File: src/rtl/echo_mix.sv
// echo_mix: joins dry and delayed wet samples, attenuates wet, saturating add.
// Optional 2-entry elastic output buffer with registered readies: ECHO_MIX_SKID_EN.
module echo_mix #(
  parameter int width_p = 8,
  parameter int shift_p = 1
) (
  input  logic               clk_i,
  input  logic               reset_i,
  input  logic [width_p-1:0] dry_data_i,
  input  logic               dry_valid_i,
  output logic               dry_ready_o,
  input  logic [width_p-1:0] wet_data_i,
  input  logic               wet_valid_i,
  output logic               wet_ready_o,
  output logic               valid_o,
  output logic [width_p-1:0] data_o,
  output logic               clip_o,
  input  logic               ready_i
);

  localparam logic [width_p-1:0] max_lp =
    {1'b0, {(width_p-1){1'b1}}};
  localparam logic [width_p-1:0] min_lp =
    {1'b1, {(width_p-1){1'b0}}};

  logic signed [width_p:0] dry_x;
  logic signed [width_p:0] wet_x;
  logic signed [width_p:0] sum;
  logic [width_p-1:0]      res;
  logic                    res_clip;
  logic                    ovf;
  logic                    space;
  logic                    fire;
  logic                    xfer;

  logic               valid_q;
  logic [width_p-1:0] data_q;
  logic               clip_q;

  assign dry_x = {dry_data_i[width_p-1], dry_data_i};
  assign wet_x = {wet_data_i[width_p-1], wet_data_i};
  assign sum   = dry_x + (wet_x >>> shift_p);
  // sign of the wide sum disagrees with the narrow sign bit on overflow
  assign ovf   = sum[width_p] ^ sum[width_p-1];

  always_comb begin
    res      = sum[width_p-1:0];
    res_clip = 1'b0;
    if (ovf) begin
      res      = sum[width_p] ? min_lp : max_lp;
      res_clip = 1'b1;
    end
  end

  assign dry_ready_o = space & wet_valid_i;
  assign wet_ready_o = space & dry_valid_i;
  assign fire        = dry_valid_i & wet_valid_i & space;
  assign xfer        = valid_q & ready_i;

  assign valid_o = valid_q;
  assign data_o  = data_q;
  assign clip_o  = clip_q;

`ifdef ECHO_MIX_SKID_EN

  logic               skid_v_q;
  logic [width_p-1:0] skid_d_q;
  logic               skid_c_q;

  // skid slot empty means at most one entry held: readies are flop-only
  assign space = ~skid_v_q;

  always_ff @(posedge clk_i) begin
    if (reset_i) begin
      valid_q  <= 1'b0;
      data_q   <= '0;
      clip_q   <= 1'b0;
      skid_v_q <= 1'b0;
      skid_d_q <= '0;
      skid_c_q <= 1'b0;
    end else if (!valid_q || xfer) begin
      if (skid_v_q) begin
        valid_q  <= 1'b1;
        data_q   <= skid_d_q;
        clip_q   <= skid_c_q;
        skid_v_q <= 1'b0;
      end else if (fire) begin
        valid_q <= 1'b1;
        data_q  <= res;
        clip_q  <= res_clip;
      end else begin
        valid_q <= 1'b0;
      end
    end else if (fire) begin
      skid_v_q <= 1'b1;
      skid_d_q <= res;
      skid_c_q <= res_clip;
    end
  end

`else

  assign space = ~valid_q | ready_i;

  always_ff @(posedge clk_i) begin
    if (reset_i) begin
      valid_q <= 1'b0;
      data_q  <= '0;
      clip_q  <= 1'b0;
    end else if (fire) begin
      valid_q <= 1'b1;
      data_q  <= res;
      clip_q  <= res_clip;
    end else if (xfer) begin
      valid_q <= 1'b0;
    end
  end

`endif

endmodule

File: config.mk
export PLATFORM = sky130hd
export DESIGN_NAME = echo_mix
export DESIGN_NICKNAME = d
export VERILOG_FILES = /design/src/rtl/echo_mix.sv
export SDC_FILE = /design/constraint.sdc
export NUM_CORES = 1
export LEC_CHECK = 0
export CAP_MARGIN = 20
export CORE_MARGIN = 4
export CORE_UTILIZATION = 46
export CTS_CLUSTER_SIZE = 12
export DETAILED_ROUTE_END_ITERATION = 12
export PLACE_DENSITY = 0.84
export SYNTH_ARGS = -nofsm -noshare
export SYNTH_HDL_FRONTEND = slang
export SYNTH_SLANG_ARGS = --single-unit
File: constraint.sdc
create_clock -name clk_i -period 4.9 [get_ports clk_i]
set_clock_uncertainty 0.1 [all_clocks]
set_input_delay 0.49 -clock clk_i [delete_from_list [all_inputs] [get_ports clk_i]]
set_output_delay 0.49 -clock clk_i [all_outputs]
set_load 0.005 [all_outputs]
==> metrics.md, run 1 <==
| Metric | Value |
|---|---|
| Status | complete, no violations |
| VDD IR-drop max | around 0.12 mV |
| PortBufs | 31 |
| Dpl cell area | 1141 sq um |
| Minimum clock period | approximately 2800 ps |
| Leak pwr | 0.0004526 uW |
| Switching share of total power | 0.3006 |
| Slew Viols, Final | 0 |
| Clock root cell | clkbuf_4 |
| Cells along the critical path | clkdlybuf4s50_1 -> ha_1 -> fa_1 -> a211oi_1 -> o21ai_1 -> nand2_1 -> a31o_1 -> maj3_2 -> a211oi_2 |
| Relative slew slack | 0.5251 |
| CTS Hold Bufs | 0 |
| Antenna diodes | 0 |
| P_sw | between 80 and 90 uW |
| Post-synthesis cell count | between 80 and 90 |
| Leading post-synthesis cells by cell area | dfxtp_1 (24%), ha_1 (12%), a211oi_2 (10%) |
| Vias per cell | between 5 and 6 |
| Synth warn | 0 |
| CTS Buffer Depth | 2 |
| Total core area | 1727 sq um |
| Distinct cells, synth | 30 |
| Final Cell Area | between 1000 and 1500 sq um |
| Reg2reg start | valid_o |
| Max incr delay on CP | between 400 and 500 ps |
| Routed len/inst | 11.89 um |
| CP startpoint kind | input port |
| PD cells | 243.2 nW/um^2 |
| WP data required | approximately 4900 ps |
| CP max-delay cell | fa_1 |
| FF-to-FF path depth | 4 |
| WP data arrival | 2820 ps |
| Post-Route WL | approximately 1.7 mm |
| CTS H-Tree Depth | 1 |
| Post_cts resized | 0 |
| Seq pwr share | 0.317 |
| Kind of critical path | input port to register |
| Area leader, netlist | dfxtp_1 |
| DPL Wire Length | roughly 1.4 mm |
| Clock Latency Late Sink | 260 ps |
| Worst R2R End | data_o[5] |
| DRT Pass-1 Iters | 4 |
| Synth top area share | 0.2399 |
| Comb pwr share | 0.429 |
| Overall Power | 286.4 uW |
| Die Wd | 50.60 um |
| DRT iter0 DRCs | 4 |
| Final core occ | 0.6819 |
| Final Hold Fails | 0 |
| Antenna violations before repair | 0 |
| Rows | 15 |
| Largest net degree at the start of global routing | 18 |
| CTS tree | built |
| Sequential area share after synthesis | 0.2399 |
| Die ar. | around 2600 sq um |
| Clock network fraction of total power | 0.253 |
| Overflow left after global routing | 0 |
| Post-route DRC violation count | 0 |
| Syn_nets | around 120 |
| P_int | between 200 and 250 uW |
| Critical Path Fanout Max | 9 |
| Async SR Flop Fraction | 0 |
| Avg Synthesized Cell Area | 9.818 sq um |
| Final setup violation count | 0 |
| Vias in the first global route | between 700 and 800 |
| RSZ-0062 raised after global routing | no |
| CTS Sinks | 10 |
| Synth top cells by count | dfxtp_1 (10), nor2_1 (10), ha_1 (8) |
| Endpoint class of the critical path | register |
| Total setup buffers inserted after CTS | 0 |
| Synth Register Bits | 10 |
| Post-synth EDFFs | 0 |
| Syn Std Cell Area | roughly 830 sq um |
| Ratio of cells with drive above 1 in the final layout | 0.1810 |
| CP endpoint | data_o[2] |
| Fin crit share | 0.5725 |
| CTS buffer count | 3 |
| GPL Wtd Cong | roughly 0.73 |
| Top FF cell, synth | dfxtp_1 |
| Layout Area Growth over Synthesis | 41.08% |
| Worst Setup SP | dry_data_i[0] |
| Fillcell total | between 100 and 150 |
| GR Util All Layers | 0.1522 |
| I/O pin count | 33 |
| Vias post-DR | 734 |
| Vert. Die Dim | around 51 um |
| Max cap viols | 0 |
| Hold Path Class | register to register |
| Worst-margin pin slew | ~700 ps |
| Final ANT Viol Nets | 0 |
| Layout net count | around 150 |
| First-pass GRT wire length | about 3.1 mm |
| Setup TNS Final | 0 ps |
| Max Freq | 356.5 MHz |
| Initial Utilization | 0.4833 |
| Reg clk slew, reported paths | 70 ps |
| Setup slack, reg-to-reg | ~3300 ps |
## layer usage
layer	wire length, um	share of wire	GRT usage
met2	832	0.50	0.2652
met5	0	0	0
met3	113	0.067	0.02671
met1	711	0.42	0.1800
met4	19	0.011	0.06726
## critical path: cells and delay by family
kind	cells	cell delay, ps
adders and majority gates	3	940
AOI/OAI and AO/OA	4	890
buffers and inverters	1	400
and+or+nand+nor	1	90
## worst min-delay path by stage
stage | from | endpoint | slack, ps | cells past startpoint
global placement | clip_o | clip_o | 370 | 2
global route | clip_o | clip_o | 440 | 2
detailed placement | clip_o | clip_o | 370 | 2
CTS | clip_o | clip_o | 390 | 2
finish | clip_o | clip_o | 380 | 2
floorplan | clip_o | clip_o | 380 | 2
## metrics by stage
stage | cells | setup slack (ps) | hold WS, ps
after floorplan | 85 | 2616 | 376.1
after global placement | 137 | 1895 | 371.2
after detailed placement | 137 | 1793 | 372.4
after CTS | 141 | 2078 | 387.1
after global routing | 141 | 1918 | 438.9
final | 141 | 2095 | 382.0
## layout make-up
cell class	count	area (sq um)	share of cell area
timing repair buffer	31	310.3	0.2635
inverter	2	7.507	0.006376
clock buffer	4	36.28	0.03082
multi-input combinational	69	591.8	0.5027
sequential	10	200.2	0.1700
tap	25	31.28	0.02657
## placed cells by master, fill, tap and decap left out, drive strengths merged, types with 3 or more instances in the layout
| cell | instances |
|---|---|
| a21oi | 5 |
| dfxtp | 10 |
| clkbuf | 4 |
| nor2 | 10 |
| ha | 8 |
| clkdlybuf4s50 | 31 |
| maj3 | 7 |
| a211oi | 9 |
| xnor2 | 3 |
| a21o | 3 |
| nand2b | 3 |
| xor2 | 3 |
| o21ai | 3 |
## state kept, by name, indices dropped and copies added (netlist names)
signal / cells
clip_o: 1
data_o: 8
valid_o: 1
## cells by family (layout without fill, tap and decap cells)
kind of cell	after synthesis	after routing	share of synthesized area
compound gates	26	26	0.2788
xor+xnor	6	6	0.06298
fa+ha+maj	16	16	0.2384
buf+inv	6	37	0.05097
flops	10	10	0.2399
mux	1	1	0.01199
simple gates	20	20	0.1170
## power groups by stage
stage | clock, uW | sequential (uW) | combinational (uW)
3_5_place_dp | 0 | 93.0 | 123
5_1_grt | 79.0 | 91.9 | 135
2_1_floorplan | 0 | 93.3 | 83.5
6_report | 72.6 | 90.9 | 123
3_3_place_gp | 0 | 92.5 | 120
4_1_cts | 74.9 | 91.1 | 124
Note: power is estimated with default switching activity, not from simulation.
==> inputs of run 2 (changes only) <==
Settings changed: CORE_ASPECT_RATIO set to 0.7, CORE_UTILIZATION 46 to 42, PLACE_DENSITY 0.84 to 0.78.
Clock period 4.9 ns to 2.85 ns, I/O delays scaled along.
==> run 2 against run 1 <==
Compared with the run above:
- clock-buffer cell count is the same
- final cell count shrank 0.71%
- final area up 2.0%
- die area up 8.4%
- combinational power rose by 80%
- clock power increased by 76%
- total power rose by 77%
- wire length increased by 8.2%
- non-clock buffer count up 2
- critical path depth is 1 higher
- sequential power increased by 72%
- setup slack got worse by 1600 ps
==> metrics.md, run 2 (synthesis results as in run 1) <==
| Metric | Value |
|---|---|
| Largest net degree at the start of global routing | 18 |
| RSZ-0062 raised after global routing | no |
| Total setup buffers inserted after CTS | 0 |
| CP max-delay cell | clkdlybuf4s50_1 |
| Switching share of total power | 0.3025 |
| Antenna violations before repair | 0 |
| Kind of critical path | input port to register |
| Comb pwr share | 0.437 |
| Layout net count | between 100 and 150 |
| VDD IR-drop max | just under 0.3 mV |
| Status | complete, no violations |
| Final Hold Fails | 0 |
| Fillcell total | between 150 and 200 |
| Storage element area | 200.2 sq um |
| CTS H-Tree Depth | 1 |
| Hold Path Class | register to register |
| Dpl cell area | 1165 sq um |
| CTS Buffer Depth | 2 |
| Clock root cell | clkbuf_4 |
| Top sig layer | met3 |
| Vias in the first global route | between 700 and 800 |
| P_sw | around 150 uW |
| CTS tree | built |
| WP data required | a little under 3000 ps |
| GPL Wtd Cong | 0.7181 |
| Vias per cell | about 5.2 |
| Routed len/inst | about 13 um |
| Most common cell after layout, fill and taps aside | clkdlybuf4s50_1 |
| Post-route DRC violation count | 0 |
| Rows | 13 |
| Hold path depth | 2 |
| DRT met1 WL | between 800 and 900 um |
| CP startpoint kind | input port |
| Commonest non-fill, non-tap cells in the layout | clkdlybuf4s50_1 (31), nor2_1 (10), dfxtp_1 (10) |
| Critical Path Fanout Max | 9 |
| Initial Utilization | 0.4462 |
| Top delay family on crit path | compound AO/OA/AOI/OAI gates |
| Setup TNS Final | 0 ps |
| Layout Area Growth over Synthesis | 43.93% |
| Ratio of cells with drive above 1 in the final layout | 0.1949 |
| P_int | about 350 uW |
| Final setup violation count | 0 |
| DR WL met3 | ~80 um |
| GR Util All Layers | 0.1523 |
| Post-Route WL | roughly 1.8 mm |
| Worst-margin pin slew | ~700 ps |
| Metal2 WL | ~900 um |
| DRT iter0 DRCs | 18 |
| Max Freq | 419.5 MHz |
| Post_cts resized | 0 |
| Max incr delay on CP | 460 ps |
| Final ANT Viol Nets | 0 |
| PortBufs | 31 |
| Max cap viols | 0 |
| Seq pwr share | 0.309 |
| DRT Pass-1 Iters | 3 |
| Vias post-DR | between 700 and 800 |
| First-pass GRT wire length | 3.153 mm |
| Slew Viols, Final | 0 |
| Multi-input gate area | about 600 sq um |
| Max reg flops | 8 |
| PD cells | around 420 nW/um^2 |
| Overflow left after global routing | 0 |
| Minimum clock period | 2384 ps |
| Leak pwr | roughly 0.00047 uW |
| Fin crit share | 0.8363 |
| Cells along the critical path | clkdlybuf4s50_1 -> ha_1 -> fa_1 -> a211oi_1 -> o21ai_1 -> nand2_1 -> a31o_1 -> buf_12 -> maj3_2 -> a211oi_2 |
| Clock network fraction of total power | 0.253 |
| I/O pin count | 33 |
| CTS buffer count | 3 |
| Die Wd | 61.28 um |
| Total core area | around 1900 sq um |
| Relative slew slack | 0.5330 |
| CTS Hold Bufs | 0 |
| Antenna diodes | 0 |
| Vert. Die Dim | approximately 45 um |
| Final Cell Area | 1201 sq um |
| Clock Latency Late Sink | between 200 and 300 ps |
| FF-to-FF path depth | 4 |
| CTS Sinks | 10 |
| DPL Wire Length | around 1.5 mm |
| Buf/Inv on CP | 2 |
| Endpoint class of the critical path | register |
| WP data arrival | between 2000 and 2500 ps |
| Cell count along the critical path | 10 |
| Die ar. | 2776 sq um |
| Reg clk slew, reported paths | 70 ps |
[run 2: cell count changes in the layout (fill, tap and decap cells not counted), sizes merged]
cell and delta:
buf +2
[run 2: layer usage]
layer	GRT usage	vias to the layer above
met5	0	-
met4	0.02597	0
li1	-	380
met3	0.05429	0
met2	0.2722	15
met1	0.1767	332
[run 2: path summary, 6_finish.rpt]
path                       from         to  slack (ps)
hold / removal           clip_o     clip_o         390
hold reg to reg          clip_o     clip_o         390
setup reg to reg        valid_o  data_o[7]        1210
setup / recovery  dry_data_i[0]  data_o[2]         470
[run 2: per-stage QoR]
stage,power [uW],hold slack [ps],worst slack (ps),cells,util
floorplan,303.9,325.5,771.0,85,-
global placement,375.7,374.0,227.2,136,0.6227
detailed placement,381.2,385.8,189.3,136,0.6227
CTS,512.2,395.5,456.6,140,0.6421
global route,539.2,423.1,336.1,140,0.6421
finish,505.6,391.3,466.5,140,0.6421
[run 2: final cells by class]
type                       count  share of cell area
clock buffer                   4             0.03021
inverter                       2            0.006250
multi-input combinational     69              0.4927
sequential                    10              0.1667
tap                           22             0.02292
timing repair buffer          33              0.2813
[run 2: worst min-delay path, cell delays in order, from the launching register on]
cell and delay, ps:
dfxtp_1 310, nand2b_1 60, o22ai_1 70
[run 2: power groups by stage]
stage,clock network [uW],logic (uW),registers (uW)
floorplan,0,144,160
global placement,0,217,159
detailed placement,0,222,160
CTS,132,224,157
global route,139,242,158
finish,128,221,156
